===== src/rtl/mem_access_stage.sv =====
// Pipeline MEM stage: issues loads/stores on a req/gnt/rvalid bus, steers store lanes,
// extends load data, drops misaligned accesses and aborts on bus timeout.
module mem_access_stage #(
  parameter int TIMEOUT_CYCLES = 16,
  parameter int CNT_W          = 8
) (
  input  logic        clk,
  input  logic        reset,
  input  logic        valid_in,
  input  logic        mem_read_in,
  input  logic        mem_write_in,
  input  logic [2:0]  funct3_in,
  input  logic [31:0] alu_result_in,
  input  logic [31:0] write_data_in,
  input  logic [4:0]  rd_in,
  input  logic        reg_write_in,
  input  logic        mem_to_reg_in,
  output logic        dmem_req,
  output logic        dmem_we,
  output logic [31:0] dmem_addr,
  output logic [31:0] dmem_wdata,
  output logic [3:0]  dmem_wstrb,
  input  logic        dmem_gnt,
  input  logic        dmem_rvalid,
  input  logic [31:0] dmem_rdata,
  output logic        reg_write_out,
  output logic        mem_to_reg_out,
  output logic [31:0] read_data_out,
  output logic [31:0] alu_result_out,
  output logic [4:0]  rd_out,
  output logic        mem_stall,
  output logic        misaligned_out,
  output logic        bus_error_out
);

  typedef enum logic [1:0] {S_IDLE, S_REQ, S_WAIT, S_DONE} state_t;

  localparam bit               TO_EN   = (TIMEOUT_CYCLES > 0);
  localparam logic [CNT_W-1:0] TO_LAST = CNT_W'(TIMEOUT_CYCLES - 1);

  state_t            state_reg, state_next;
  logic [CNT_W-1:0]  cnt_reg, cnt_next;
  logic              dmem_req_reg, dmem_req_next;
  logic              dmem_we_reg, dmem_we_next;
  logic [31:0]       dmem_addr_reg, dmem_addr_next;
  logic [31:0]       dmem_wdata_reg, dmem_wdata_next;
  logic [3:0]        dmem_wstrb_reg, dmem_wstrb_next;
  logic [31:0]       alu_reg, alu_next;
  logic [4:0]        rd_reg, rd_next;
  logic              reg_write_reg, reg_write_next;
  logic              mem_to_reg_reg, mem_to_reg_next;
  logic [2:0]        funct3_reg, funct3_next;
  logic              is_load_reg, is_load_next;
  logic [31:0]       rdata_reg, rdata_next;
  logic              err_reg, err_next;

  logic              mem_op;
  logic              misaligned;
  logic              timeout;
  logic [1:0]        size;
  logic [1:0]        lane;
  logic [3:0][7:0]   wdata_steer;
  logic [3:0]        wstrb_steer;
  logic [7:0]        byte_sel;
  logic [15:0]       half_sel;
  logic [31:0]       load_ext;

  assign size   = funct3_in[1:0];
  assign lane   = alu_result_in[1:0];
  assign mem_op = valid_in & (mem_read_in | mem_write_in);

  always_comb begin
    case (size)
      2'b00:   misaligned = 1'b0;
      2'b01:   misaligned = alu_result_in[0];
      default: misaligned = |alu_result_in[1:0];
    endcase
  end

  // Each byte lane picks its store byte and strobe independently of the others.
  for (genvar gi = 0; gi < 4; gi++) begin : g_lane
    localparam logic [1:0] LANE = 2'(gi);
    assign wstrb_steer[gi] = (size == 2'b00) ? (lane == LANE) :
                             (size == 2'b01) ? (alu_result_in[1] == LANE[1]) : 1'b1;
    assign wdata_steer[gi] = (size == 2'b00) ? write_data_in[7:0] :
                             (size == 2'b01) ? write_data_in[8*(gi%2) +: 8] :
                                               write_data_in[8*gi +: 8];
  end

  // Load extraction uses the latched address and funct3, not the (possibly stale) inputs.
  assign byte_sel = dmem_rdata[{alu_reg[1:0], 3'b000} +: 8];
  assign half_sel = alu_reg[1] ? dmem_rdata[31:16] : dmem_rdata[15:0];

  always_comb begin
    case (funct3_reg)
      3'b000:  load_ext = {{24{byte_sel[7]}}, byte_sel};
      3'b100:  load_ext = {24'b0, byte_sel};
      3'b001:  load_ext = {{16{half_sel[15]}}, half_sel};
      3'b101:  load_ext = {16'b0, half_sel};
      default: load_ext = dmem_rdata;
    endcase
  end

  assign timeout = TO_EN && (cnt_reg == TO_LAST);

  always_comb begin
    state_next      = state_reg;
    cnt_next        = cnt_reg;
    dmem_req_next   = dmem_req_reg;
    dmem_we_next    = dmem_we_reg;
    dmem_addr_next  = dmem_addr_reg;
    dmem_wdata_next = dmem_wdata_reg;
    dmem_wstrb_next = dmem_wstrb_reg;
    alu_next        = alu_reg;
    rd_next         = rd_reg;
    reg_write_next  = reg_write_reg;
    mem_to_reg_next = mem_to_reg_reg;
    funct3_next     = funct3_reg;
    is_load_next    = is_load_reg;
    rdata_next      = rdata_reg;
    err_next        = err_reg;

    mem_stall       = 1'b0;
    misaligned_out  = 1'b0;
    bus_error_out   = 1'b0;
    reg_write_out   = reg_write_in;
    mem_to_reg_out  = mem_to_reg_in;
    read_data_out   = 32'b0;
    alu_result_out  = alu_result_in;
    rd_out          = rd_in;

    case (state_reg)
      S_IDLE: begin
        if (mem_op) begin
          if (misaligned) begin
            misaligned_out = 1'b1;
            reg_write_out  = 1'b0;
          end else begin
            mem_stall       = 1'b1;
            state_next      = S_REQ;
            cnt_next        = '0;
            alu_next        = alu_result_in;
            rd_next         = rd_in;
            reg_write_next  = reg_write_in;
            mem_to_reg_next = mem_to_reg_in;
            funct3_next     = funct3_in;
            is_load_next    = mem_read_in;
            rdata_next      = 32'b0;
            err_next        = 1'b0;
            dmem_req_next   = 1'b1;
            dmem_we_next    = mem_write_in;
            dmem_addr_next  = {alu_result_in[31:2], 2'b00};
            dmem_wdata_next = mem_write_in ? wdata_steer : 32'b0;
            dmem_wstrb_next = mem_write_in ? wstrb_steer : 4'b0000;
          end
        end
      end

      S_REQ: begin
        mem_stall      = 1'b1;
        mem_to_reg_out = mem_to_reg_reg;
        alu_result_out = alu_reg;
        rd_out         = rd_reg;
        if (dmem_gnt) begin
          dmem_req_next = 1'b0;
          cnt_next      = '0;
          if (!is_load_reg) begin
            state_next = S_DONE;
          end else if (dmem_rvalid) begin
            rdata_next = load_ext;
            state_next = S_DONE;
          end else begin
            state_next = S_WAIT;
          end
        end else if (timeout) begin
          dmem_req_next = 1'b0;
          bus_error_out = 1'b1;
          err_next      = 1'b1;
          cnt_next      = '0;
          state_next    = S_DONE;
        end else if (TO_EN) begin
          cnt_next = cnt_reg + 1'b1;
        end
      end

      S_WAIT: begin
        mem_stall      = 1'b1;
        mem_to_reg_out = mem_to_reg_reg;
        alu_result_out = alu_reg;
        rd_out         = rd_reg;
        if (dmem_rvalid) begin
          rdata_next = load_ext;
          cnt_next   = '0;
          state_next = S_DONE;
        end else if (timeout) begin
          bus_error_out = 1'b1;
          err_next      = 1'b1;
          cnt_next      = '0;
          state_next    = S_DONE;
        end else if (TO_EN) begin
          cnt_next = cnt_reg + 1'b1;
        end
      end

      S_DONE: begin
        reg_write_out  = reg_write_reg & ~err_reg;
        mem_to_reg_out = mem_to_reg_reg;
        read_data_out  = err_reg ? 32'b0 : rdata_reg;
        alu_result_out = alu_reg;
        rd_out         = rd_reg;
        state_next     = S_IDLE;
      end

      default: state_next = S_IDLE;
    endcase

    if (mem_stall) reg_write_out = 1'b0;
  end

  always_ff @(posedge clk or negedge reset) begin
    if (!reset) begin
      state_reg      <= S_IDLE;
      cnt_reg        <= '0;
      dmem_req_reg   <= 1'b0;
      dmem_we_reg    <= 1'b0;
      dmem_addr_reg  <= 32'b0;
      dmem_wdata_reg <= 32'b0;
      dmem_wstrb_reg <= 4'b0;
      alu_reg        <= 32'b0;
      rd_reg         <= 5'b0;
      reg_write_reg  <= 1'b0;
      mem_to_reg_reg <= 1'b0;
      funct3_reg     <= 3'b0;
      is_load_reg    <= 1'b0;
      rdata_reg      <= 32'b0;
      err_reg        <= 1'b0;
    end else begin
      state_reg      <= state_next;
      cnt_reg        <= cnt_next;
      dmem_req_reg   <= dmem_req_next;
      dmem_we_reg    <= dmem_we_next;
      dmem_addr_reg  <= dmem_addr_next;
      dmem_wdata_reg <= dmem_wdata_next;
      dmem_wstrb_reg <= dmem_wstrb_next;
      alu_reg        <= alu_next;
      rd_reg         <= rd_next;
      reg_write_reg  <= reg_write_next;
      mem_to_reg_reg <= mem_to_reg_next;
      funct3_reg     <= funct3_next;
      is_load_reg    <= is_load_next;
      rdata_reg      <= rdata_next;
      err_reg        <= err_next;
    end
  end

  assign dmem_req   = dmem_req_reg;
  assign dmem_we    = dmem_we_reg;
  assign dmem_addr  = dmem_addr_reg;
  assign dmem_wdata = dmem_wdata_reg;
  assign dmem_wstrb = dmem_wstrb_reg;

endmodule


===== config.mk =====
export PLATFORM = sky130hd
export DESIGN_NAME = mem_access_stage
export DESIGN_NICKNAME = d
export VERILOG_FILES = /design/src/rtl/mem_access_stage.sv
export SDC_FILE = /design/constraint.sdc
export NUM_CORES = 1
export LEC_CHECK = 0
export ABC_AREA = 1
export CAP_MARGIN = 20
export CORE_MARGIN = 3
export CORE_UTILIZATION = 30
export CTS_BUF_LIST = sky130_fd_sc_hd__clkbuf_16
export CTS_CLUSTER_DIAMETER = 60
export DETAILED_ROUTE_END_ITERATION = 8
export GPL_TIMING_DRIVEN = 0
export PLACE_DENSITY = 0.57
export SLEW_MARGIN = 10
export SYNTH_ARGS = -nofsm -noshare
export SYNTH_HDL_FRONTEND = slang
export SYNTH_SLANG_ARGS = --single-unit
export TNS_END_PERCENT = 100

===== constraint.sdc =====
create_clock -name clk -period 2 [get_ports clk]
set_clock_uncertainty 0.05 [all_clocks]
set_input_delay 0.4 -clock clk [delete_from_list [all_inputs] [get_ports clk]]
set_output_delay 0.4 -clock clk [all_outputs]
set_load 0.01 [all_outputs]

Word level (Yosys, flattened, before mapping). Index checks and enable logic that the tools add are counted.

Flip-flop bits (word level): 154. Output and inout port bits: 144. Bits of input ports: 113.

Add/subtract/negate cells: 1. Bitwise gates (word level): 6. Muxes and demuxes: 66. Equal/unequal tests: 18. Reduce and logical (&&, ||, !) cells: 15. Shift operators: 1.

Operators by type and width (count): $mux 32 (9); $pmux 32 s4 (1); $pmux 32 s3 (1); $mux 8 (10); $shiftx 32x6->8 (1); $mux 1 (29); $pmux 8 s3 (1); $mux 16 (1); $ne 2x2->1 const B (6); $mux 2 (5); $pmux 1 s2 (5); $reduce_and 5->1 (2); $add 8x1->8 const B (1); $eq 2x2->1 const B (4); $eq 8x4->1 const B (1); $pmux 2 s4 (1); $eq 2x1->1 const B (3); $eq 3x3->1 const B (2); $logic_not 2->1 (3); $reduce_and 3->1 (2); $mux 5 (1); $mux 4 (1); $reduce_and 4->1 (1); $reduce_or 2->1 (2); other kinds (11) (14).

Logic depth before layout (Yosys ltp). Gate-level depths: netlist (run 1).

Depth in word-level cells: 6. Depth in mapped cells: 10. Mapped depth without buffers: 10.

Worst setup path after synthesis (run 1). No wires, ideal clock.

Path kind: reg2out. Start point: register state_reg[0]. End point: output port reg_write_out. Path slack: -86 ps. Data arrival time: 1636 ps. Required time: 1550 ps. Stages on the path, launching flop included: 7. Cells stage by stage: dfrtp_1 > inv_1 > ha_1 > inv_1 > clkbuf_1 > nand4_1 > a21oi_1.

Cells in the longest elaborated chain, start to end: 4. Elaborated cells between the ends (all ways): 8.

RTL lines: from (decl) (RTL line 41) `state_t state_reg, state_next;`; from (signal assigned) (RTL line 238) `state_reg <= state_next;`; $eq 2x2->1 or $eq 2x1->1 (tied branches) (RTL line 132) `case (state_reg)`; $reduce_or 2->1 (no line); $pmux 1 s2 (RTL line 132); $mux 1 (*) (RTL line 217) `if (mem_stall) reg_write_out = 1'b0;`; to (decl) (RTL line 26) `output logic reg_write_out,`.

Every way passes the cells marked *; elsewhere a longest branch is shown, timed or not.

Worst setup path in the final report (run 1).
Start point: register state_reg[1]. End point: output port reg_write_out.

The elaborated chain is that of the path after synthesis.

==> summary.txt, run 1 <==
Placed design
  – Detailed Place HPWL: 19500 µm
  – GP Congestion: 0.909
  – # port buffers: 253

Detailed routing
  – TritonRoute pass-1 iters: 5
  – Vias/cell: 4.61
  – Post-route DRC: 0
  – WL final: 27400 µm
  – Routed vias: 7830
  – Number of nets with antenna violations after routing: 0
  – WL/cell: 16.1 µm
  – Iteration-0 DRC Markers: 536

STA
  – Final hold violations: 0
  – Fin. max-slew vios: 0
  – Fin crit period: 2.25 ns
  – TNS Setup: -11.64 ns
  – Setup violators final: 81
  – Slew margin rel.: 64.5%
  – Min Hold Slack: 0.338 ns
  – RSZ-0062 raised after global routing: true
  – F_max: 444 MHz
  – Tcrit/Tclk final: 113%
  – Final worst slack: -0.253 ns
  – Worst slew pin tran: 0.533 ns

Synthesis
  – Mux cell area share after synthesis: 0%
  – Largest area contributor in the netlist: dfrtp_1
  – Post-Synth XOR/XNOR Area: 0%
  – Post-synth design cell area: 7240 µm²
  – Synth unique cells: 27
  – Ys Warns: 0
  – Synth Flop Type: dfrtp_1
  – Compound-Gate Fraction of Synth Area: 15.1%
  – Largest cells by area after synthesis: dfrtp_1 43%, nand2_1 16%, o21ai_0 8.7%
  – Top-area cell type share of the netlist area: 42.9%
  – Post-Synth Adder-Cell Area: 1.38%
  – Post-Synth Simple-Gate Area: 26.8%
  – Count leader, synth: nand2_1
  – EDFF count, synth: 0
  – Syn Area/Cell: 6.92 µm²
  – Mapped Cells: 1046
  – Asr flop ratio synth: 100%
  – Register area share after synthesis: 42.9%
  – Post-synth top cells: 301 x nand2_1, 132 x nor2_1, 131 x inv_1
  – Register bit total from synthesis: 124
  – Largest family of logic cells by synthesized area: simple AND/OR/NAND/NOR gates

Die
  – Die H: 161 µm
  – Initial Utilization: 30.7%
  – IO Count: 257
  – Die Width: 161 µm
  – Core Box Area: 23600 µm²
  – Die Footprint: 26000 µm²
  – Row cnt: 56

Run
  – Max_cap viols: 0

Worst setup path
  – Crit start category: flop
  – Slowest Stage Delay on Critical Path: 0.41 ns
  – Worst Setup End Kind: output port
  – Crit-path leading delay family: buffers and inverters
  – Peak fanout along the critical path: 4
  – Worst EP arrival: 1.80 ns
  – Ordered list of cells on the worst path: inv_2, ha_4, inv_8, clkbuf_16, nand4_1, a21oi_2, buf_2
  – Worst path slowest cell: dfrtp_1
  – Crit path buffers/inverters: 4
  – CP Class: reg -> out
  – Req. time, crit path: 1.55 ns

Clocking
  – Max clock buf depth: 2
  – CTS Buf Count: 17
  – Clock H-tree levels: 4
  – Root Driver: clkbuf_16
  – Clk sink count: 124
  – Worst-Skew Late Latency: 0.43 ns
  – Register clock-pin slew on the reported worst setup and hold paths: 0.06 ns
  – TritonCTS clock tree: built

Status
  – Failing checks: negative setup slack
  – Status: finished with violations

Power and ir drop
  – Worst VDD drop: 0.858 mV
  – Leakage power total: 5.90 nW
  – Sw frac: 42.7%
  – Clock power share: 16.7%
  – Internal power: 11.3 mW
  – Total power draw: 19.7 mW
  – Switching power: 8.42 mW
  – Comb pwr share: 61.7%
  – Power Density: 1630 nW/µm²
  – Part of the power in registers: 21.7%

Cells and area
  – Area Overhead vs Synth: 66.9%
  – Share of cells above drive strength 1: 29.0%
  – # nets final: 1487
  – Final core occ: 51.2%

Global route
  – First-pass GRT wire length: 42900 µm
  – Gr usage total: 20.8%
  – Vias in the first global route: 7885
  – Initial antenna violation count: 3
  – Largest net degree at the start of global routing: 72
  – Grt ovf: 0

Worst hold path
  – Min-Delay Path Class: in -> reg
## area by class of cell
type                    count  area, µm²
fillers                  2341      11500
multi-input cells         706       3870
flip-flops and latches    124       3110
repair buffers            302       2860
plain buffers              81        712
inverters                 134        518
clock buffers              17        425
well taps                 319        399
clock inverters            15        186
diodes                      2       5.00
## logic make-up (layout without fill, tap and decap cells)
| kind of cell | count (synthesis) | count (layout) |
|---|---|---|
| compound gates | 211 | 211 |
| fa+ha+maj | 8 | 8 |
| buf+inv | 217 | 549 |
| flops | 124 | 124 |
| other cells | 1 | 4 |
| simple gates | 485 | 485 |
## cells in the final DEF, fill, tap and decap left out, types with 3 or more instances in the layout
master,instances
nor3_1,4
buf_4,70
nand2_4,5
o21ai_2,14
nand2_1,286
nand4_1,7
dlygate4sd2_1,4
nor2_4,35
ha_2,3
buf_2,64
buf_12,4
clkdlybuf4s50_1,166
inv_2,6
nor2_2,30
bufinv_16,3
a21oi_2,33
nand3_2,9
clkbuf_1,12
a21oi_4,3
buf_6,35
dfrtp_1,120
nand2_2,13
inv_6,5
nand3_1,20
buf_8,9
ha_4,4
inv_1,126
a21oi_1,37
o21ai_0,120
clkinv_4,3
o21ai_1,3
clkbuf_16,27
nor2_1,68
clkbuf_2,4
buf_16,3
dfrtp_2,4
nand3_4,6
## stage by stage
step           instances  cell area [µm²]  setup WS, ns
2_1_floorplan       1047             7250        0.0196
3_3_place_gp        1619            10200         -4.83
3_5_place_dp        1620            10200         -1.07
4_1_cts             1680            11300        -0.275
5_1_grt             1699            12100        -0.320
6_report            1700            12100        -0.253
## layer usage
| metal | track usage, % | part of all wire [%] | vias up |
|---|---|---|---|
| li1 | - | - | 3878 |
| met1 | 26.3 | 43 | 3678 |
| met2 | 34.2 | 48 | 252 |
| met3 | 7.16 | 7.6 | 20 |
| met4 | 5.20 | 1.1 | 2 |
| met5 | 0 | 0.044 | - |
## repair_timing
| action | in CTS | in global routing |
|---|---|---|
| hold endpoints to repair | 53 | 0 |
| setup endpoints to repair | 124 | 126 |
| hold buffers | 1 | 0 |
| gates cloned | 7 | 9 |
| setup buffers | 21 | 10 |
| pin swaps | 20 | 30 |
| gates resized for setup | 343 | 288 |
## worst paths after layout
kind                                                 from  depth (start not counted)  slack (ns)                    endpoint
worst max-delay path             state_reg[1]$_DFFE_PN0P_                          7       -0.25               reg_write_out
worst min-delay path                         funct3_in[1]                          4        0.34  dmem_wdata[21]$_DFFE_PN0P_
worst max register to register   state_reg[1]$_DFFE_PN0P_                         12       -0.06    rdata_reg[7]$_DFFE_PN0P_
worst min register to register  rdata_reg[12]$_DFFE_PN0P_                          2        0.43   rdata_reg[12]$_DFFE_PN0P_
max in group asynchronous                           reset                          3        0.68     alu_reg[25]$_DFFE_PN0P_
min in group asynchronous                           reset                          2        0.46      cnt_reg[5]$_DFFE_PN0P_
## power groups by stage
stage	clock network, mW	registers (mW)	logic, mW
2_1_floorplan	0	4.20	4.95
3_3_place_gp	0	4.17	9.37
3_5_place_dp	0	4.17	9.40
4_1_cts	3.34	4.17	10.6
5_1_grt	3.45	4.42	13.3
6_report	3.29	4.27	12.2
## worst reg2reg max path: cells and delay by family, from the launching register on
kind / cells / cell delay (ns)
compound gates: 1 / 0.08
fa+ha+maj: 1 / 0.24
buf+inv: 5 / 0.63
flops: 1 / 0.41
simple gates: 5 / 0.57
Power figures use the tool's default switching activity.
==> run 2: changes to the inputs <==
--- a/config.mk
+++ b/config.mk
@@ -6,7 +6,7 @@
 export NUM_CORES = 1
 export LEC_CHECK = 0
 export ABC_AREA = 1
-export CAP_MARGIN = 20
+export CAP_MARGIN = 40
 export CORE_MARGIN = 3
 export CORE_UTILIZATION = 30
 export CTS_BUF_LIST = sky130_fd_sc_hd__clkbuf_16
==> results of run 2 <==
Same layout as run 1: the final DEF is identical, and so are final timing and power.
